==> config.mk <==
export PLATFORM = sky130hd
export DESIGN_NAME = pll_phase_step_ctrl
export DESIGN_NICKNAME = d
export VERILOG_FILES = /design/src/rtl/pll_phase_pkg.sv /design/src/rtl/sync_2ff.sv /design/src/rtl/pll_phase_step_ctrl.sv
export SDC_FILE = /design/constraint.sdc
export NUM_CORES = 1
export LEC_CHECK = 0
export CORE_UTILIZATION = 40
export CTS_BUF_LIST = sky130_fd_sc_hd__clkbuf_4
export DETAILED_ROUTE_END_ITERATION = 10
export HOLD_SLACK_MARGIN = 0.12
export PLACE_DENSITY = 0.72
export SLEW_MARGIN = 20
export SYNTH_ARGS = -nofsm -noshare
export SYNTH_HDL_FRONTEND = slang
export SYNTH_SLANG_ARGS = --single-unit
==> constraint.sdc <==
create_clock -name CLK -period 3.1 [get_ports CLK]
set_input_delay 0.31 -clock CLK [delete_from_list [all_inputs] [get_ports CLK]]
set_output_delay 0.31 -clock CLK [all_outputs]
set_load 0.05 [all_outputs]
==> src/rtl/pll_phase_pkg.sv <==
// Shared FSM encoding and default timing constants for the CCC/PLL phase-step sequencer.
package pll_phase_pkg;

  localparam int PULSE_CYC_DEF = 4;
  localparam int PD_CYC_DEF    = 16;

  typedef enum logic [2:0] {
    PD,
    WAIT_LOCK,
    IDLE,
    SETUP,
    ROT_HI,
    ROT_LO,
    LOAD,
    DONE
  } state_t;

  // States in which the PLL is expected to be locked.
  function automatic logic is_run(input state_t s);
    return (s != PD) && (s != WAIT_LOCK);
  endfunction

endpackage

==> src/rtl/sync_2ff.sv <==
// Two-flop synchroniser for a single asynchronous level.
// Latency: 2 CLK cycles.
// Backpressure: none, free-running.
module sync_2ff #(
  parameter logic RST_VAL = 1'b0
) (
  input  logic clk,
  input  logic rst_n,
  input  logic d,
  output logic q
);

  logic meta;

  always_ff @(posedge clk or negedge rst_n) begin
    if (!rst_n) begin
      meta <= RST_VAL;
      q    <= RST_VAL;
    end else begin
      meta <= d;
      q    <= meta;
    end
  end

endmodule

==> src/rtl/pll_phase_step_ctrl.sv <==
// PolarFire CCC/PLL sequencer: power-up, lock qualification, relock and multi-step phase moves.
// Latency: DONE_PULSE (2*N+2)*PULSE_CYC+1 cycles after accept; 1 cycle for empty moves.
// Backpressure: REQ_READY only while idle and locked; lock loss aborts the move without DONE.
module pll_phase_step_ctrl
  import pll_phase_pkg::*;
#(
  parameter int NUM_OUT   = 4,
  parameter int STEP_W    = 8,
  parameter int POS_W     = 6,
  parameter int PULSE_CYC = PULSE_CYC_DEF,
  parameter int PD_CYC    = PD_CYC_DEF,
  parameter int LOCK_TO_W = 16
) (
  input  logic                     CLK,
  input  logic                     RESETN,
  input  logic                     REQ_VALID,
  output logic                     REQ_READY,
  input  logic [NUM_OUT-1:0]       REQ_MASK,
  input  logic                     REQ_DIR,
  input  logic [STEP_W-1:0]        REQ_STEPS,
  output logic                     DONE_PULSE,
  input  logic                     RELOCK_REQ,
  input  logic                     PLL_LOCK,
  output logic                     LOCKED,
  output logic                     LOCK_LOST,
  output logic                     PLL_POWERDOWN_N,
  output logic [NUM_OUT-1:0]       PHASE_OUT_SEL,
  output logic                     PHASE_DIRECTION,
  output logic                     PHASE_ROTATE,
  output logic                     LOAD_PHASE_N,
  output logic [NUM_OUT*POS_W-1:0] PHASE_POS
);

  localparam int TMR_MAX = (PULSE_CYC > PD_CYC) ? PULSE_CYC : PD_CYC;
  localparam int TMR_W   = $clog2(TMR_MAX) + 1;
  localparam logic [TMR_W-1:0] PULSE_LAST = TMR_W'(PULSE_CYC - 1);
  localparam logic [TMR_W-1:0] PD_LAST    = TMR_W'(PD_CYC - 1);

  state_t state, next_state;

  logic                          lock_s;
  logic [TMR_W-1:0]              tmr;
  logic [LOCK_TO_W-1:0]          to_cnt;
  logic [NUM_OUT-1:0]            mask_q;
  logic                          dir_q;
  logic [STEP_W-1:0]             remaining;
  logic [NUM_OUT-1:0][POS_W-1:0] pos_q;

  logic lock_lost_evt;
  logic accept;
  logic empty_move;
  logic pulse_last;

  logic [NUM_OUT-1:0] sel_d;
  logic               dir_d;
  logic               rot_d;
  logic               load_n_d;
  logic               done_d;

  sync_2ff #(.RST_VAL(1'b0)) u_lock_sync (
    .clk   (CLK),
    .rst_n (RESETN),
    .d     (PLL_LOCK),
    .q     (lock_s)
  );

  assign lock_lost_evt = is_run(state) && !lock_s;
  assign accept        = (state == IDLE) && REQ_VALID && REQ_READY && !RELOCK_REQ && lock_s;
  assign empty_move    = (REQ_STEPS == '0) || (REQ_MASK == '0);
  assign pulse_last    = (tmr == PULSE_LAST);
  assign PHASE_POS     = pos_q;

  always_comb begin
    next_state = state;
    unique case (state)
      PD: begin
        if (tmr == PD_LAST && !RELOCK_REQ) next_state = WAIT_LOCK;
      end
      WAIT_LOCK: begin
        if (RELOCK_REQ)   next_state = PD;
        else if (lock_s)  next_state = IDLE;
        else if (&to_cnt) next_state = PD;
      end
      IDLE: begin
        if (RELOCK_REQ)  next_state = PD;
        else if (accept) next_state = empty_move ? DONE : SETUP;
      end
      SETUP:  if (pulse_last) next_state = ROT_HI;
      ROT_HI: if (pulse_last) next_state = ROT_LO;
      ROT_LO: begin
        // remaining is at least 1 here; the last low phase leads into LOAD
        if (pulse_last) next_state = (remaining == STEP_W'(1)) ? LOAD : ROT_HI;
      end
      LOAD:   if (pulse_last) next_state = DONE;
      DONE:   next_state = IDLE;
      default: next_state = PD;
    endcase
    if (lock_lost_evt) next_state = PD;
  end

  // Pins follow the current state one cycle later; a lock-loss event forces them safe at once.
  always_comb begin
    sel_d    = '0;
    dir_d    = 1'b0;
    rot_d    = 1'b0;
    load_n_d = 1'b1;
    done_d   = 1'b0;
    if (!lock_lost_evt) begin
      if (state == SETUP || state == ROT_HI || state == ROT_LO || state == LOAD) begin
        sel_d = mask_q;
        dir_d = dir_q;
      end
      rot_d    = (state == ROT_HI);
      load_n_d = (state != LOAD);
      done_d   = (state == DONE);
    end
  end

  always_ff @(posedge CLK or negedge RESETN) begin
    if (!RESETN) begin
      state           <= PD;
      tmr             <= '0;
      to_cnt          <= '0;
      mask_q          <= '0;
      dir_q           <= 1'b0;
      remaining       <= '0;
      pos_q           <= '0;
      REQ_READY       <= 1'b0;
      DONE_PULSE      <= 1'b0;
      LOCKED          <= 1'b0;
      LOCK_LOST       <= 1'b0;
      PLL_POWERDOWN_N <= 1'b0;
      PHASE_OUT_SEL   <= '0;
      PHASE_DIRECTION <= 1'b0;
      PHASE_ROTATE    <= 1'b0;
      LOAD_PHASE_N    <= 1'b1;
    end else begin
      state <= next_state;

      if (next_state != state || (state == PD && RELOCK_REQ)) tmr <= '0;
      else                                                    tmr <= tmr + 1'b1;

      if (state == WAIT_LOCK && next_state == WAIT_LOCK) to_cnt <= to_cnt + 1'b1;
      else                                                to_cnt <= '0;

      if (accept) begin
        mask_q    <= REQ_MASK;
        dir_q     <= REQ_DIR;
        remaining <= REQ_STEPS;
      end else if (state == ROT_LO && pulse_last && !lock_lost_evt) begin
        remaining <= remaining - 1'b1;
      end

      // Position moves on the edge that raises PHASE_ROTATE.
      if (next_state == PD) begin
        pos_q <= '0;
      end else if (state == ROT_HI && tmr == '0) begin
        for (int i = 0; i < NUM_OUT; i++) begin
          if (mask_q[i]) pos_q[i] <= dir_q ? pos_q[i] + 1'b1 : pos_q[i] - 1'b1;
        end
      end

      REQ_READY       <= (next_state == IDLE);
      LOCKED          <= is_run(next_state);
      PLL_POWERDOWN_N <= (next_state != PD);

      if (lock_lost_evt)   LOCK_LOST <= 1'b1;
      else if (RELOCK_REQ) LOCK_LOST <= 1'b0;

      PHASE_OUT_SEL   <= sel_d;
      PHASE_DIRECTION <= dir_d;
      PHASE_ROTATE    <= rot_d;
      LOAD_PHASE_N    <= load_n_d;
      DONE_PULSE      <= done_d;
    end
  end

endmodule

; Word-level counts from Yosys, hierarchy flattened
; Cells that the tools add are included.
[word_totals]
regBits = 75
latch_bits = 0
mem_bits_rw = 0
rom_bits = 0
input_bits = 18
out_inout_bits = 36
elab_cells = 125
mem_count = 0
[classes]
n_addsub = 11
mul = 0
div_mod_pow = 0
magnitude_cmp = 0
n_eq_ne = 16
shift = 0
muxes = 37
n_bitwise = 0
n_reduce_logical = 40
[op_table]
columns = operator, count
row1 = two-way mux 24 bit, 2
row2 = two-way mux 6 bit, 8
row3 = two-way mux 3 bit, 12
row4 = adder 6 x 1 -> 6 bit (second input constant), 4
row5 = case mux 3 bit (8 select lines), 1
row6 = subtractor 6 x 1 -> 6 bit (second input constant), 4
row7 = adder 16 x 1 -> 16 bit (second input constant), 1
row8 = two-way mux 16 bit, 1
row9 = two-way mux 8 bit, 2
row10 = AND reduction 16 bit, 1
row11 = nonzero test 2 bit, 7
row12 = logical AND 1 bit, 13
row13 = equality test 3 bit (second input constant), 4
row14 = equality test 3 x 2 -> 1 bit (second input constant), 3
row15 = equality test 8 x 1 -> 1 bit (second input constant), 1
row16 = zero test 8 bit, 1
row17 = two-way mux 4 bit, 2
row18 = AND reduction 2 bit, 4
row19 = subtractor 8 x 1 -> 8 bit (second input constant), 1
row20 = two-way mux 1 bit, 7
row21 = equality test 3 x 1 -> 1 bit (second input constant), 2
row22 = zero test 3 bit, 2
row23 = inequality test 3 x 1 -> 1 bit (second input constant), 2
row24 = nonzero test 3 bit, 2
row25 = 11 further kinds, 17

; Depth between registers and ports, before layout
; Gate-level depths: netlist of the first run.
[depth]
depth_word = 12
depth_mapped = 9
mapped_depth_nobuf = 8

; Hierarchy
; From an unflattened synthesis of the first run, not the netlist that was laid out.
[hier_totals]
cells_unflattened = 444
hier_area_um2 = 4197.8
[modules_own_cells]
columns = module, n_inst, cells_each, area_each_um2, seq_area_each_um2
row1 = pll_phase_step_ctrl, 1, 442, 4147.7, 1828.0
row2 = sync_2ff, 1, 2, 50.0, 50.0

; Worst setup path after synthesis of the first run
; No wires, ideal clock.
[synth_timing]
path_type = reg2reg
from = reg dir_q
to = reg pos_q (netlist bit PHASE_POS[22])
setup_ns = 0.078
t_arrival_ns = 2.616
required_time_ns = 3.022
setup_slack_ns = 0.406
stages_incl_launch_ff = 9
n_path_buf = 1
path_cell_list = dfrtp_1 -> clkbuf_1 -> clkinv_1 -> ha_1 -> nor2b_1 -> o21a_1 -> o21ai_0 -> or3b_2 -> a21oi_1
[synth_via]
elab_chain_len = 4
[synth_rtl]
columns = element, line_no
row1 = start: declaration, pll_phase_step_ctrl.sv:45  ; logic dir_q;
row2 = start signal: assignment, pll_phase_step_ctrl.sv:125  ; dir_q <= 1'b0;
row3 = start signal: assignment, pll_phase_step_ctrl.sv:148  ; dir_q <= REQ_DIR;
row4 = two-way mux 6 bit (2 in series), pll_phase_step_ctrl.sv:159  ; if (mask_q[i]) pos_q[i] <= dir_q ? pos_q[i] + 1'b1 : pos_q[i] - 1'b1;
row5 = two-way mux 24 bit, pll_phase_step_ctrl.sv:157  ; end else if (state == ROT_HI && tmr == '0) begin
row6 = two-way mux 24 bit, pll_phase_step_ctrl.sv:155  ; if (next_state == PD) begin
row7 = end signal: indexed assignment, pll_phase_step_ctrl.sv:159
row8 = end: declaration, pll_phase_step_ctrl.sv:47  ; logic [NUM_OUT-1:0][POS_W-1:0] pos_q;
; Every way passes these cells. The select of a mux whose other input is x is not followed.
; A chain may end at the register's enable or synchronous reset.

; Worst setup path in the final report of the first run
[layout_timing]
from = reg tmr[0]
to = reg pos_q (netlist bit PHASE_POS[2])
[layout_via]
elab_chain_len = 8
word_cells_on_any_way = 17
[layout_rtl]
columns = element, line_no
row1 = start: declaration, pll_phase_step_ctrl.sv:42  ; logic [TMR_W-1:0] tmr;
row2 = start signal: assignment, pll_phase_step_ctrl.sv:141  ; else tmr <= tmr + 1'b1;
row3 = equality test 5 x 4 -> 1 bit, pll_phase_step_ctrl.sv:77  ; if (tmr == PD_LAST && !RELOCK_REQ) next_state = WAIT_LOCK;
row4 = logical AND 1 bit, pll_phase_step_ctrl.sv:77
row5 = two-way mux 3 bit, pll_phase_step_ctrl.sv:77
row6 = case mux 3 bit (8 select lines), pll_phase_step_ctrl.sv:75  ; unique case (state)
row7 = two-way mux 3 bit, pll_phase_step_ctrl.sv:98  ; if (lock_lost_evt) next_state = PD;
row8 = zero test 3 bit, pll_phase_step_ctrl.sv:155
row9 = nonzero test 2 bit (no source line), -
row10 = AND reduction 2 bit (no source line), -
; Several ways; a longest one is shown, not always the timed one.

==> impl_metrics.prom, run 1 <==
# TYPE chip_impl_metric gauge
chip_impl_metric{name="placer_congestion",unit=""} 0.915
chip_impl_metric{name="finalSetupTns",unit="ns"} 0
chip_impl_info{name="cp-start-kind",value="flop"} 1
chip_impl_info{name="cts-root-buf",value="sky130_fd_sc_hd__clkbuf_4"} 1
chip_impl_metric{name="buffer_ports.inserted",unit=""} 53
chip_impl_metric{name="share_of_flip_flops_with_an_asynchronous_set_or_reset",unit="%"} 100
chip_impl_metric{name="cts_resized",unit=""} 0
chip_impl_metric{name="netlist_area",unit="mm²"} 0.00446
chip_impl_metric{name="placeableCoreArea",unit="mm²"} 0.0108
chip_impl_metric{name="grt-ovfl-total",unit=""} 0
chip_impl_metric{name="yosys_warning_total",unit=""} 0
chip_impl_metric{name="synth_cell_types",unit=""} 59
chip_impl_info{name="cell_taking_the_most_area_after_synthesis",value="sky130_fd_sc_hd__dfrtp_1"} 1
chip_impl_metric{name="setup.reg_to_reg.worst_slack",unit="ns"} 0.63
chip_impl_metric{name="power_per_cell_area",unit="mW/mm²"} 329
chip_impl_metric{name="viasPerCell",unit=""} 5.46
chip_impl_metric{name="clock_network_latency_to_the_later_pin_of_the_worst_skew_pair",unit="ns"} 0.45
chip_impl_info{name="endpoint_of_the_most_critical_register_to_register_path",value="PHASE_POS[2]$_DFFE_PN0P_"} 1
chip_impl_metric{name="number_of_synthesized_flops_with_an_enable_pin",unit=""} 0
chip_impl_metric{name="die_w",unit="µm"} 108
chip_impl_metric{name="ir_drop",unit="V"} 0.000146
chip_impl_metric{name="dieArea",unit="mm²"} 0.0116
chip_impl_metric{name="filler_cell_count",unit=""} 1004
chip_impl_metric{name="drive_gt1_share",unit="%"} 6.85
chip_impl_info{name="outcome",value="completed"} 1
chip_impl_metric{name="path_max_fanout",unit=""} 25
chip_impl_info{name="min_to",value="u_lock_sync.meta$_DFF_PN0_"} 1
chip_impl_metric{name="floorplan.rows",unit=""} 38
chip_impl_metric{name="syn_area_per_cell",unit="µm²"} 9.27
chip_impl_metric{name="worstMarginPinSlew",unit="ns"} 0.948
chip_impl_metric{name="area.growth.synth_to_final",unit="%"} 18.6
chip_impl_metric{name="drt-initial-drc-count",unit=""} 330
chip_impl_metric{name="total_leakage_power",unit="µW"} 0.00223
chip_impl_metric{name="cp.required",unit="ns"} 3.42
chip_impl_metric{name="critical_path_arrival",unit="ns"} 2.79
chip_impl_metric{name="floorplan.io_pins",unit=""} 54
chip_impl_metric{name="hold_viol_final",unit=""} 0
chip_impl_metric{name="routedWlPerCell",unit="µm"} 14.4
chip_impl_metric{name="cts.sink_count",unit=""} 75
chip_impl_info{name="rsz_0062_raised_after_global_routing",value="no"} 1
chip_impl_metric{name="final_critical_path_required_period",unit="ns"} 2.47
chip_impl_metric{name="clock_tree.buffer_depth",unit=""} 2
chip_impl_metric{name="worst_clock_skew",unit="ns"} 0.0177
chip_impl_metric{name="hold-path-cell-count",unit=""} 1
chip_impl_metric{name="grt_first_pass_wirelength",unit="mm"} 17.0
chip_impl_info{name="ys.flop_type",value="sky130_fd_sc_hd__dfrtp_1"} 1
chip_impl_metric{name="synth_nets",unit=""} 525
chip_impl_metric{name="finish.utilization",unit="%"} 48.8
chip_impl_metric{name="grt_pass1_vias",unit=""} 3705
chip_impl_metric{name="global_route.usage.total",unit="%"} 18.6
chip_impl_metric{name="r2r_cells",unit=""} 9
chip_impl_metric{name="num_vias",unit=""} 3716
chip_impl_metric{name="detail_route.drc_violations",unit=""} 0
chip_impl_metric{name="layout_worst_path_cycle_share",unit="%"} 79.6
chip_impl_info{name="holdCritPathClass",value="input port to flop"} 1
chip_impl_metric{name="wirelength",unit="mm"} 9.79
chip_impl_metric{name="max_clock_freq",unit="MHz"} 405
chip_impl_metric{name="worst_slew_margin_rel",unit="%"} 36.8
chip_impl_metric{name="tritoncts.num_buffers",unit=""} 9
chip_impl_info{name="worst_r2r_startpoint",value="tmr[0]$_DFF_PN0_"} 1
chip_impl_metric{name="grt_max_degree",unit=""} 76
chip_impl_info{name="critPathCaptureType",value="flop"} 1
chip_impl_metric{name="place.detailed.hpwl",unit="mm"} 6.92
chip_impl_metric{name="first_pass_iters",unit=""} 4
chip_impl_info{name="cts_tree",value="built"} 1
chip_impl_metric{name="cap_viol_max_count",unit=""} 0
chip_impl_metric{name="sequential_cell_area_fraction_in_the_yosys_report",unit="%"} 42.1
chip_impl_metric{name="synth_seq_cells",unit=""} 75
chip_impl_metric{name="final_antenna_net_count",unit=""} 0
chip_impl_metric{name="number_of_nets_at_the_end_of_the_flow",unit=""} 579
chip_impl_metric{name="final-setup-viol-count",unit=""} 0
chip_impl_info{name="beginning_of_the_worst_hold_path",value="PLL_LOCK"} 1
chip_impl_info{name="netlist_top_cells_area",value="sky130_fd_sc_hd__dfrtp_1 42%, sky130_fd_sc_hd__ha_1 6.2%, sky130_fd_sc_hd__nor2_1 4.5%, sky130_fd_sc_hd__nor3_1 3.4%, sky130_fd_sc_hd__nand2_1 3.3%"} 1
chip_impl_metric{name="final_max_slew_viol_count",unit=""} 0
chip_impl_info{name="timing.setup.critical_path_class",value="flop to flop"} 1
chip_impl_metric{name="synth_top_area_share",unit="%"} 41.5
chip_impl_metric{name="cts.clk_slew.worst_paths",unit="ns"} 0.11
chip_impl_metric{name="grt_antenna_before_repair",unit=""} 1
chip_impl_metric{name="ctsHtreeMaxLevel",unit=""} 3
chip_impl_metric{name="sum_of_internal_switching_and_leakage_power",unit="µW"} 1740
chip_impl_metric{name="die_h",unit="µm"} 108
chip_impl_metric{name="start_util",unit="%"} 41.1
chip_impl_metric{name="syn_inst",unit=""} 481
-- cells in the mapped netlist, drive strengths merged, types with 16 or more instances --
cell / count
inv: 26
ha: 22
nor3: 31
a21oi: 29
o21ai: 16
nor2: 53
nand2: 39
dfrtp: 74
-- placed cells by master, fill, tap and decap left out, types with 8 or more instances in the layout --
master and n:
sky130_fd_sc_hd__a211oi_1 8, sky130_fd_sc_hd__a21oi_1 29, sky130_fd_sc_hd__and2_1 10, sky130_fd_sc_hd__and3_1 11, sky130_fd_sc_hd__buf_4 8, sky130_fd_sc_hd__clkbuf_4 10, sky130_fd_sc_hd__clkdlybuf4s50_1 52, sky130_fd_sc_hd__dfrtp_1 74
sky130_fd_sc_hd__ha_1 22, sky130_fd_sc_hd__inv_1 26, sky130_fd_sc_hd__nand2_1 39, sky130_fd_sc_hd__nand3_1 11, sky130_fd_sc_hd__nand4_1 11, sky130_fd_sc_hd__nor2_1 53, sky130_fd_sc_hd__nor2b_1 11, sky130_fd_sc_hd__nor3_1 30
sky130_fd_sc_hd__o21ai_0 16, sky130_fd_sc_hd__xnor2_1 11, sky130_fd_sc_hd__xor2_1 11
-- critical path, cell delays in order, from the launching register on --
cell	delay, ns
sky130_fd_sc_hd__dfrtp_1	0.43
sky130_fd_sc_hd__ha_1	0.25
sky130_fd_sc_hd__and3_1	0.19
sky130_fd_sc_hd__ha_1	0.16
sky130_fd_sc_hd__nor2b_1	0.14
sky130_fd_sc_hd__a211o_1	0.30
sky130_fd_sc_hd__o2bb2ai_1	0.17
sky130_fd_sc_hd__a211oi_4	0.26
sky130_fd_sc_hd__buf_4	0.33
sky130_fd_sc_hd__nor2_1	0.11
-- flip-flops by register name, summed over array words and instances, names as in the netlist --
signal,flops
PHASE_OUT_SEL,4
tmr,5
LOAD_PHASE_N,1
PHASE_ROTATE,1
state,3
remaining,8
DONE_PULSE,1
PHASE_POS,24
REQ_READY,1
LOCK_LOST,1
LOCKED,1
mask_q,4
u_lock_sync.meta,1
dir_q,1
PHASE_DIRECTION,1
PLL_POWERDOWN_N,1
u_lock_sync.q,1
to_cnt,16
-- worst max-delay path by stage --
stage | from | to | slack [ns] | cells past startpoint
after CTS | tmr[0]$_DFF_PN0_ | PHASE_POS[2]$_DFFE_PN0P_ | 0.62 | 9
after global routing | tmr[0]$_DFF_PN0_ | PHASE_POS[2]$_DFFE_PN0P_ | 0.50 | 9
after detailed placement | tmr[0]$_DFF_PN0_ | PHASE_POS[2]$_DFFE_PN0P_ | 0.64 | 9
final | tmr[0]$_DFF_PN0_ | PHASE_POS[2]$_DFFE_PN0P_ | 0.63 | 9
after global placement | tmr[0]$_DFF_PN0_ | PHASE_POS[21]$_DFFE_PN0P_ | 0.72 | 9
after floorplan | dir_q$_DFFE_PN0P_ | PHASE_POS[22]$_DFFE_PN0P_ | 0.41 | 8
-- timing repair --
action,in CTS,in global routing
hold buffers,1,0
buffers inserted,0,0
endpoints found under the setup margin,0,0
hold endpoints to repair,74,0
-- final cells by class --
class / instances / area [µm²] / area share [%]
Multi-Input combinational cell: 361 / 2380 / 45.1
Sequential cell: 75 / 1880 / 35.5
Timing Repair Buffer: 61 / 591 / 11.2
Tap cell: 140 / 175 / 3.31
Inverter: 27 / 101 / 1.92
Clock inverter: 6 / 80.1 / 1.51
Clock buffer: 10 / 75.1 / 1.42
Antenna cell: 1 / 2.50 / 0.0473
-- power breakdown --
group	switching [µW]	total [µW]	internal, µW
clock	351	680	329
combinational	40.1	70.0	29.9
sequential	5.46	988	983
total	396	1740	1340
-- kinds of logic (layout without fill, tap and decap cells) --
logic type	after synthesis	in the layout	synth area share [%]
simple gates	209	209	24.4
other cells	0	1	0
xor+xnor	22	22	4.32
compound gates	98	98	15.4
mux	6	6	1.40
flops	75	75	42.1
buf+inv	45	104	4.38
fa+ha+maj	26	26	7.97
-- through the flow --
| stage | worst slack [ns] | cells | instance area, µm² | hold WS (ns) |
|---|---|---|---|---|
| 6_report | 0.632 | 681 | 5290 | 0.306 |
| 5_1_grt | 0.496 | 681 | 5290 | 0.276 |
| 2_1_floorplan | 0.406 | 481 | 4460 | 0.0144 |
| 3_5_place_dp | 0.644 | 663 | 5120 | 0.335 |
| 3_3_place_gp | 0.722 | 663 | 5120 | 0.336 |
| 4_1_cts | 0.625 | 680 | 5290 | 0.274 |
-- metal layers --
metal | share of wire [%] | track usage (%)
met1 | 45 | 22.9
met5 | 0 | 0
met3 | 4.0 | 3.51
met2 | 49 | 31.4
met4 | 2.1 | 8.81
Note: power is estimated with default switching activity, not from simulation.
==> run 2: changes to the inputs <==
Clock period 3.1 ns to 2.3 ns, I/O delays scaled along.
==> run 2 against run 1 <==
Critical path type unchanged. First-iteration DRC count is 41% lower. Count of clock-buffer cells in the layout is 2 higher. Sequential power is 35% higher. Sequential share of layout area fell by 1.4 points. Register-to-register slack worse by 0.59 ns. Wire length is 5.9% higher.
==> impl_metrics.prom, run 2 (synthesis results as in run 1) <==
# TYPE chip_impl_metric gauge
chip_impl_metric{name="detail_route.drc_violations",unit=""} 0
chip_impl_metric{name="ctsHtreeMaxLevel",unit=""} 3
chip_impl_metric{name="final_antenna_net_count",unit=""} 0
chip_impl_metric{name="ir_drop",unit="V"} 0.000194
chip_impl_metric{name="drt-initial-drc-count",unit=""} 194
chip_impl_metric{name="cts.clk_slew.worst_paths",unit="ns"} 0.11
chip_impl_metric{name="worst_clock_skew",unit="ns"} 0.0197
chip_impl_metric{name="tritoncts.num_buffers",unit=""} 9
chip_impl_metric{name="floorplan.rows",unit=""} 38
chip_impl_info{name="path_cells",value="ha_2, and3_1, ha_1, nor2b_2, a211o_1, o2bb2ai_4, a211oi_4, buf_6, clkbuf_16, a21oi_1"} 1
chip_impl_info{name="cp-start-kind",value="flop"} 1
chip_impl_metric{name="path_max_fanout",unit=""} 12
chip_impl_metric{name="largest_register_ffs",unit=""} 24
chip_impl_info{name="worst_r2r_startpoint",value="tmr[1]$_DFF_PN0_"} 1
chip_impl_metric{name="filler_cell_count",unit=""} 1027
chip_impl_metric{name="num_vias",unit=""} 3828
chip_impl_metric{name="viasPerCell",unit=""} 5.45
chip_impl_metric{name="clock_tree.buffer_depth",unit=""} 2
chip_impl_metric{name="multi_input_gate_area",unit="mm²"} 0.00242
chip_impl_metric{name="grt_max_degree",unit=""} 42
chip_impl_metric{name="grt_pass1_vias",unit=""} 3748
chip_impl_metric{name="die_h",unit="µm"} 108
chip_impl_metric{name="max_clock_freq",unit="MHz"} 442
chip_impl_metric{name="worst_hold_slack",unit="ns"} 0.242
chip_impl_metric{name="placer_congestion",unit=""} 0.864
chip_impl_info{name="mostFrequentLayoutCell",value="sky130_fd_sc_hd__dfrtp_1"} 1
chip_impl_info{name="slowest_stage_cell_cp",value="sky130_fd_sc_hd__dfrtp_1"} 1
chip_impl_metric{name="worst_slew_margin_rel",unit="%"} 63.0
chip_impl_metric{name="grt_antenna_before_repair",unit=""} 1
chip_impl_metric{name="die_w",unit="µm"} 108
chip_impl_info{name="cts-root-buf",value="sky130_fd_sc_hd__clkbuf_4"} 1
chip_impl_metric{name="routedWlPerCell",unit="µm"} 14.8
chip_impl_metric{name="dieArea",unit="mm²"} 0.0116
chip_impl_metric{name="cts.sink_count",unit=""} 75
chip_impl_info{name="cts_tree",value="built"} 1
chip_impl_metric{name="area.sequential",unit="mm²"} 0.00188
chip_impl_metric{name="cp.required",unit="ns"} 2.61
chip_impl_metric{name="global_route.usage.total",unit="%"} 18.6
chip_impl_metric{name="first_pass_iters",unit=""} 5
chip_impl_metric{name="place.detailed.instances",unit=""} 676
chip_impl_info{name="beginning_of_the_worst_hold_path",value="PLL_LOCK"} 1
chip_impl_metric{name="final_critical_path_required_period",unit="ns"} 2.26
chip_impl_metric{name="placeableCoreArea",unit="mm²"} 0.0108
chip_impl_metric{name="power_per_cell_area",unit="mW/mm²"} 390
chip_impl_metric{name="layout_worst_path_cycle_share",unit="%"} 98.3
chip_impl_metric{name="grt_first_pass_wirelength",unit="mm"} 17.1
chip_impl_info{name="holdCritPathClass",value="input port to flop"} 1
chip_impl_metric{name="area.growth.synth_to_final",unit="%"} 23.3
chip_impl_metric{name="drive_gt1_share",unit="%"} 11.4
chip_impl_metric{name="critical_path_arrival",unit="ns"} 2.57
chip_impl_metric{name="cp_slowest_stage_delay",unit="ns"} 0.41
chip_impl_metric{name="final_max_slew_viol_count",unit=""} 0
chip_impl_metric{name="clock_network_latency_to_the_later_pin_of_the_worst_skew_pair",unit="ns"} 0.43
chip_impl_metric{name="number_of_nets_at_the_end_of_the_flow",unit=""} 600
chip_impl_metric{name="grt-ovfl-total",unit=""} 0
chip_impl_metric{name="buffer_ports.inserted",unit=""} 53
chip_impl_metric{name="worstMarginPinSlew",unit="ns"} 0.555
chip_impl_info{name="outcome",value="completed"} 1
chip_impl_metric{name="finalNonFillerCells",unit=""} 702
chip_impl_info{name="critPathCaptureType",value="flop"} 1
chip_impl_info{name="critPathLaunch",value="tmr[1]$_DFF_PN0_"} 1
chip_impl_info{name="cpLargestDelayFamily",value="compound AO/OA/AOI/OAI gates"} 1
chip_impl_metric{name="wirelength",unit="mm"} 10.4
chip_impl_metric{name="final-setup-viol-count",unit=""} 0
chip_impl_metric{name="floorplan.io_pins",unit=""} 54
chip_impl_metric{name="crit_buf_inv",unit=""} 2
chip_impl_metric{name="total_leakage_power",unit="µW"} 0.00235
chip_impl_metric{name="cap_viol_max_count",unit=""} 0
chip_impl_metric{name="start_util",unit="%"} 41.1
chip_impl_info{name="layout.cells.most_common_list",value="74 x sky130_fd_sc_hd__dfrtp_1, 53 x sky130_fd_sc_hd__nor2_1, 52 x sky130_fd_sc_hd__clkdlybuf4s50_1"} 1
chip_impl_metric{name="sum_of_internal_switching_and_leakage_power",unit="µW"} 2150
chip_impl_info{name="timing.setup.critical_path_class",value="flop to flop"} 1
chip_impl_metric{name="hold_viol_final",unit=""} 0
chip_impl_metric{name="place.detailed.hpwl",unit="mm"} 7.22
-- run 2: where the power goes --
group	total, µW	switching, µW	internal (µW)	leakage (µW)
Combinational	110	58.3	51.8	0.00126
Clock	705	453	251	0.0000685
Sequential	1330	6.68	1320	0.00102
-- run 2: final cells by class --
cell class | count | area share, %
Antenna cell | 1 | 0.0455
Sequential cell | 75 | 34.2
Tap cell | 140 | 3.19
Clock buffer | 12 | 1.64
Inverter | 27 | 1.93
Clock inverter | 4 | 0.341
Timing Repair Buffer | 82 | 14.6
Multi-Input combinational cell | 361 | 44.1
-- run 2: metal layers --
layer / track usage, % / up-vias / part of all wire, %
li1: - / 1862 / -
met1: 24.0 / 1877 / 46
met2: 31.2 / 76 / 50
met3: 2.36 / 13 / 2.7
met4: 7.83 / 0 / 1.8
met5: 0 / - / 0
-- run 2: path summary, 6_finish.rpt --
| kind | end | slack [ns] | cells after the start |
|---|---|---|---|
| worst max register to register | PHASE_POS[10]$_DFFE_PN0P_ | 0.04 | 10 |
| worst min register to register | u_lock_sync.q$_DFF_PN0_ | 0.36 | 0 |
| worst max-delay path | PHASE_POS[10]$_DFFE_PN0P_ | 0.04 | 10 |
| worst min-delay path | u_lock_sync.meta$_DFF_PN0_ | 0.24 | 1 |
| min in group asynchronous | remaining[7]$_DFFE_PN0P_ | 0.32 | 2 |
| max in group asynchronous | LOAD_PHASE_N$_DFF_PN1_ | 1.28 | 3 |
-- run 2: worst reg2reg max path: stages, from the launching register on --
cell and delay, ns:
sky130_fd_sc_hd__dfrtp_1 0.41, sky130_fd_sc_hd__ha_2 0.18, sky130_fd_sc_hd__and3_1 0.18, sky130_fd_sc_hd__ha_1 0.18
sky130_fd_sc_hd__nor2b_2 0.17, sky130_fd_sc_hd__a211o_1 0.29, sky130_fd_sc_hd__o2bb2ai_4 0.14, sky130_fd_sc_hd__a211oi_4 0.26
sky130_fd_sc_hd__buf_6 0.15, sky130_fd_sc_hd__clkbuf_16 0.16, sky130_fd_sc_hd__a21oi_1 0.05
-- run 2: timing repair --
| action | CTS | global route |
|---|---|---|
| hold buffers | 1 | 0 |
| endpoints found under the setup margin | 0 | 28 |
| endpoints found under the hold margin | 39 | 0 |
| resized for setup | 0 | 8 |
| buffers inserted | 0 | 6 |
-- run 2: per-stage QoR --
stage	TNS, ns	utilization (%)	setup WS, ns	instance area (µm²)
finish	0	50.7	0.0389	5500
detailed placement	0	48.3	0.0537	5240
floorplan	0	-	0.0546	4460
CTS	0	49.4	0.0359	5350
global route	-0.00623	50.7	-0.00533	5500
global placement	0	48.3	0.113	5240
